$ cat src/rtl/message_build.sv
// SHA-256 message padder: packs a 32-bit big-endian word stream into 512-bit blocks,
// appending the 0x80 marker, zero fill and the 64-bit bit length of the message.
module message_build #(
    parameter int LEN_W = 64
) (
    input  logic         clk,
    input  logic         nrst,
    input  logic         sync_rst,
    input  logic [31:0]  data_in,
    input  logic [1:0]   data_in_nbytes,
    input  logic         data_in_last,
    input  logic         data_in_valid,
    output logic         data_in_ready,
    output logic [511:0] data_out,
    output logic         data_out_last,
    output logic         data_out_valid,
    input  logic         data_out_ready
);

    typedef enum logic [1:0] {COLLECT, OUT, EXTRA} state_t;
    typedef enum logic [1:0] {PAD_NONE, PAD_LEN_ONLY, PAD_MARK_LEN} pad_t;

    state_t                  state_q, state_d;
    pad_t                    pad_q, pad_d;
    logic [3:0]              word_idx_q, word_idx_d;
    logic [LEN_W-1:0]        bit_len_q, bit_len_d;
    logic [15:0][31:0]       blk_q, blk_d;
    logic                    last_q, last_d;

    logic [5:0]              add_bits;
    logic [LEN_W-1:0]        len_new;
    logic [63:0]             len_field;
    logic [63:0]             len_field_q;
    logic [31:0]             last_word;
    logic                    full_word;
    logic [4:0]              pad_pos;

    always_comb begin
        full_word = (data_in_nbytes == 2'd0);
        add_bits  = data_in_last ? (full_word ? 6'd32 : {1'b0, data_in_nbytes, 3'b000}) : 6'd32;
        len_new   = bit_len_q + LEN_W'(add_bits);
        len_field   = 64'(len_new);
        len_field_q = 64'(bit_len_q);
        // The marker byte lands right after the last valid byte of a partial word.
        case (data_in_nbytes)
            2'd1:    last_word = {data_in[31:24], 8'h80, 16'h0000};
            2'd2:    last_word = {data_in[31:16], 8'h80, 8'h00};
            2'd3:    last_word = {data_in[31:8], 8'h80};
            default: last_word = data_in;
        endcase
        pad_pos = full_word ? {1'b0, word_idx_q} + 5'd1 : {1'b0, word_idx_q};
    end

    // NOTE: next-state logic assigns every output a default first so no latch is inferred.
    always_comb begin
        state_d    = state_q;
        pad_d      = pad_q;
        word_idx_d = word_idx_q;
        bit_len_d  = bit_len_q;
        blk_d      = blk_q;
        last_d     = last_q;
        unique case (state_q)
            COLLECT: begin
                if (data_in_valid) begin
                    bit_len_d = len_new;
                    if (!data_in_last) begin
                        blk_d[word_idx_q] = data_in;
                        word_idx_d        = word_idx_q + 4'd1;
                        if (word_idx_q == 4'd15) begin
                            state_d = OUT;
                            last_d  = 1'b0;
                        end
                    end else begin
                        for (int k = 0; k < 16; k++) begin
                            if (4'(k) == word_idx_q)  blk_d[k] = last_word;
                            else if (5'(k) == pad_pos) blk_d[k] = 32'h8000_0000;
                            else if (5'(k) > pad_pos)  blk_d[k] = 32'h0000_0000;
                        end
                        if (pad_pos <= 5'd13) begin
                            blk_d[14] = len_field[63:32];
                            blk_d[15] = len_field[31:0];
                            last_d    = 1'b1;
                            pad_d     = PAD_NONE;
                        end else begin
                            last_d = 1'b0;
                            pad_d  = (pad_pos == 5'd16) ? PAD_MARK_LEN : PAD_LEN_ONLY;
                        end
                        word_idx_d = 4'd0;
                        state_d    = OUT;
                    end
                end
            end
            OUT: begin
                if (data_out_ready) begin
                    if (pad_q != PAD_NONE) begin
                        state_d = EXTRA;
                    end else begin
                        state_d    = COLLECT;
                        word_idx_d = 4'd0;
                        if (last_q) bit_len_d = '0;
                    end
                end
            end
            EXTRA: begin
                blk_d     = '0;
                blk_d[14] = len_field_q[63:32];
                blk_d[15] = len_field_q[31:0];
                if (pad_q == PAD_MARK_LEN) blk_d[0] = 32'h8000_0000;
                last_d  = 1'b1;
                pad_d   = PAD_NONE;
                state_d = OUT;
            end
            default: state_d = COLLECT;
        endcase
    end

    // NOTE: the block register is reset as well, since data_out must read zero after reset.
    always_ff @(posedge clk) begin
        if (!nrst || sync_rst) begin
            state_q    <= COLLECT;
            pad_q      <= PAD_NONE;
            word_idx_q <= '0;
            bit_len_q  <= '0;
            blk_q      <= '0;
            last_q     <= 1'b0;
        end else begin
            // NOTE: state registers use non-blocking assignment so all update together at the edge.
            state_q    <= state_d;
            pad_q      <= pad_d;
            word_idx_q <= word_idx_d;
            bit_len_q  <= bit_len_d;
            blk_q      <= blk_d;
            last_q     <= last_d;
        end
    end

    assign data_in_ready  = (state_q == COLLECT) && nrst && !sync_rst;
    assign data_out       = blk_q;
    assign data_out_last  = last_q;
    assign data_out_valid = (state_q == OUT);

endmodule

$ cat config.mk
export PLATFORM = sky130hd
export DESIGN_NAME = message_build
export DESIGN_NICKNAME = d
export VERILOG_FILES = /design/src/rtl/message_build.sv
export SDC_FILE = /design/constraint.sdc
export NUM_CORES = 1
export LEC_CHECK = 0
export BUFFER_PORTS_ARGS = -buffer_cell sky130_fd_sc_hd__buf_2
export CORE_MARGIN = 3
export CORE_UTILIZATION = 35
export DETAILED_ROUTE_END_ITERATION = 7
export GPL_TIMING_DRIVEN = 0
export SLEW_MARGIN = 20
export SYNTH_ARGS = -nofsm -noshare
export SYNTH_HDL_FRONTEND = slang
export SYNTH_SLANG_ARGS = --single-unit
$ cat constraint.sdc
create_clock -name clk -period 3.1 [get_ports clk]
set_clock_uncertainty 0.05 [all_clocks]
set_input_delay 0.155 -clock clk [delete_from_list [all_inputs] [get_ports clk]]
set_output_delay 0.155 -clock clk [all_outputs]
set_load 0.02 [all_outputs]
==> run_results.csv <==
group,metric,value,unit
status,run_status,"complete, no violations",
detailed_routing,drt_iter0_drc,3416,
layout,area_growth,30.2,%
synthesis,ys_types,76,
floorplanning,dieWidth,269,um
global_routing,antenna_found_initial,11,
synthesis,syn_inst,2863,
layout,fin_nets,3558,
synthesis,synth_compound_area_frac,0.251,
setup_path,cp_cell_sequence,"buf_4 > inv_1 > ha_1 > nor3b_4 > or2_4 > a21oi_2 > nand3_1 > o221ai_1 > o22ai_1",
global_routing,grt_pass1_vias,24400,
pwr,switching_share,0.268,
cts,cts_tree,"done",
pwr,pwr_density_cell,558,mW/mm^2
global_routing,overflow,0,
detailed_routing,first_pass_iters,6,
global_routing,grt_max_degree,15,
timing,min_period,3080,ps
synthesis,ys_warn_count,0,
setup_path,crit_path_top_delay_cell,"a21oi_2",
pwr,switchingPower,4.70,mW
cts,htreeDepth,3,
synthesis,avgSynthCellArea,8.44,sq um
setup_path,start_kind,"flop",
floorplanning,die-area,0.0722,sq mm
synthesis,syn_nets,2911,
synthesis,async_flop_share,0,
placement,place_inst,4289,
pwr,p_leak,13.0,nW
pwr,intPower,12.9,mW
timing,whs,62.4,ps
detailed_routing,viasPerCell,6.05,
synthesis,synth_area_leaders,"dfxtp_1 (48%), nor2_1 (6.5%), a22o_1 (5.9%)",
placement,io_buffers,553,
setup_path,crit_family,"compound AO/OA/AOI/OAI gates",
global_routing,grt_pass1_wl,177000,um
setup_path,crit_path_max_incr_delay,600,ps
detailed_routing,ant_nets,0,
floorplanning,core_region_area,0.0678,sq mm
layout,instances_no_fill,4441,
setup_path,cp_max_fo,10,
cts,cts.clk_slew.worst_paths,60,ps
timing,slew_violations,0,
timing,slew_headroom,0.268,
cts,cts_sinks,582,
floorplanning,boundaryPins,555,
synthesis,synth-seq-cells,582,
placement,gp_congestion,1.02,
synthesis,yosysTopAreaCellShare,0.482,
cts,cts_buffers,66,
synthesis,synth_top_family_by_area,"compound AO/OA/AOI/OAI gates",
synthesis,synth_common_cells,"dfxtp_1 (582), nor2_1 (418), a21oi_1 (247)",
timing,rsz0062_at_grt,"true",
placement,post-place-ws,-1270,ps
placement,dpl-instance-area,0.0280,sq mm
timing,final_hold_viol_count,0,
floorplanning,rows,95,
synthesis,yosys.area.top_type,"dfxtp_1",
detailed_routing,wl_per_cell,28.8,um
synthesis,synth_most_common_cell,"dfxtp_1",
pwr,pwr-share-comb,0.079,
pwr,pwr-share-clk,0.492,
global_routing,grt_util_all_layers,0.336,
detailed_routing,remaining_drc_errors,0,
worst_hold_path,min_path_type,"input pin to flop",
timing,worst_slack,20.6,ps
floorplanning,start_util,0.357,
pwr,pwr-share-seq,0.429,
setup_path,required,3510,ps
synthesis,synth_mux_area_frac,0.00476,
synthesis,syn_area,0.0242,sq mm
setup_path,path_buf_inv,2,
synthesis,ys.flop_type,"dfxtp_1",
timing,max_freq,325,MHz
synthesis,synth-simple-area-share,0.200,
setup_path,critPathArrivalTime,3490,ps
synthesis,synthXorXnorAreaFrac,0.00834,
cts,clockBufferDepth,3,
detailed_routing,routed_wl,128000,um
layout,n_fill_cell,6842,
setup_path,path_class,"flop to flop",
layout,stdcell_area,0.0315,sq mm
pwr,total_power,17.6,mW
timing,setup_viol,0,
cts,insertion_delay,630,ps
synthesis,yosysSeqAreaShare,0.482,
floorplanning,die_y,269,um
synthesis,synth_edf_count,0,
setup_path,critPathCaptureType,"flop",
run,cap_violations,0,
detailed_routing,num_vias,26900,
placement,hpwlAfterDp,93900,um
cts,cts_root_buf,"clkbuf_16",
pwr,ir_worst_vdd,0.346,mV
synthesis,synth_adder_area_share,0.00487,
timing,fin_crit_sh,0.993,
timing,tightest_slew,1100,ps
layout,drive_above_1_share,0.257,
==> sequential cells by signal (all words and copies together) (netlist names) <==
signal	cells
bit_len_q	61
word_idx_q	4
pad_q	2
data_out	512
state_q	2
data_out_last	1
==> power groups by stage <==
stage | registers [mW] | clock network, mW | logic (mW)
2_1_floorplan | 7.71 | 0 | 0.578
3_3_place_gp | 7.69 | 0 | 1.24
3_5_place_dp | 7.69 | 0 | 1.24
4_1_cts | 7.52 | 8.66 | 1.31
5_1_grt | 7.52 | 8.95 | 1.42
6_report | 7.53 | 8.64 | 1.39
==> placed cells by master (no fill, tap or decap), types with 16 or more instances in the layout <==
cell           synthesis  final
nand4_1               24     24
and3_1                29     29
and2_1                46     44
clkbuf_16              0     66
dlygate4sd3_1          0     18
nand3_1               93     91
or3_1                 21     21
a22oi_1              185    183
buf_4                  3     27
a22o_1               162    162
dfxtp_1              582    576
nand2_1              175    171
clkbuf_1             230    147
nor2_1               418    396
a21oi_1              247    236
a31oi_1               21     20
nor3_1               156    148
clkbuf_8               0     16
o31ai_1               23     23
clkbuf_2               6     70
o21ai_0              150    145
buf_2                 31    578
==> final timing paths <==
kind | to | slack (ps) | start | depth (start not counted)
worst max register to register | data_out[448] | 20 | word_idx_q[1] | 9
worst min register to register | data_out[498] | 390 | data_out[498] | 2
worst max-delay path | data_out[448] | 20 | word_idx_q[1] | 9
worst min-delay path | data_out[393] | 60 | data_in[9] | 5
==> metrics by stage <==
step                      utilization  setup TNS [ps]
after floorplan                     -               0
after detailed placement        0.414         -299560
final                           0.464               0
after CTS                       0.460           -61.1
after global routing            0.464            -276
after global placement          0.414         -337370
==> cell families after synthesis <==
kind of cell / Yosys count
and+or+nand+nor: 1039
muxes: 11
DFF: 582
xor gates and xnor gates: 23
AOI/OAI and AO/OA: 906
buffers and inverters: 293
adders and majority gates: 9
==> routing by layer <==
| layer | track usage | up-vias | wire length, um |
|---|---|---|---|
| li1 | - | 11700 | - |
| met3 | 0.0923 | 437 | 14900 |
| met2 | 0.505 | 1772 | 54800 |
| met1 | 0.433 | 13000 | 49500 |
| met4 | 0.197 | 16 | 8720 |
| met5 | 0 | - | 113 |
==> worst min-delay path, cell delays in order <==
cell     delay [ps]
buf_2           210
nand2_1         120
nor3_1           60
a21oi_1         110
nor2_1           40
==> layout make-up <==
type / count / area (sq um) / share of cell area
plain buffers: 263 / 1260 / 0.0400
multi-input cells: 1988 / 11800 / 0.376
inverters: 15 / 56.3 / 0.00179
well taps: 873 / 1090 / 0.0347
repair buffers: 594 / 3150 / 0.100
flip-flops and latches: 582 / 11700 / 0.371
clock inverters: 34 / 547 / 0.0174
diodes: 7 / 17.5 / 0.000557
clock buffers: 85 / 1850 / 0.0589
==> what timing repair did <==
action                                  in CTS  in global routing
gates resized for setup                    143                117
pin swaps                                   11                 11
buffers inserted                            16                  7
hold endpoints to repair                    22                  0
hold buffers                                18                  0
endpoints found under the setup margin     519                472
(Power assumes the default switching activity.)
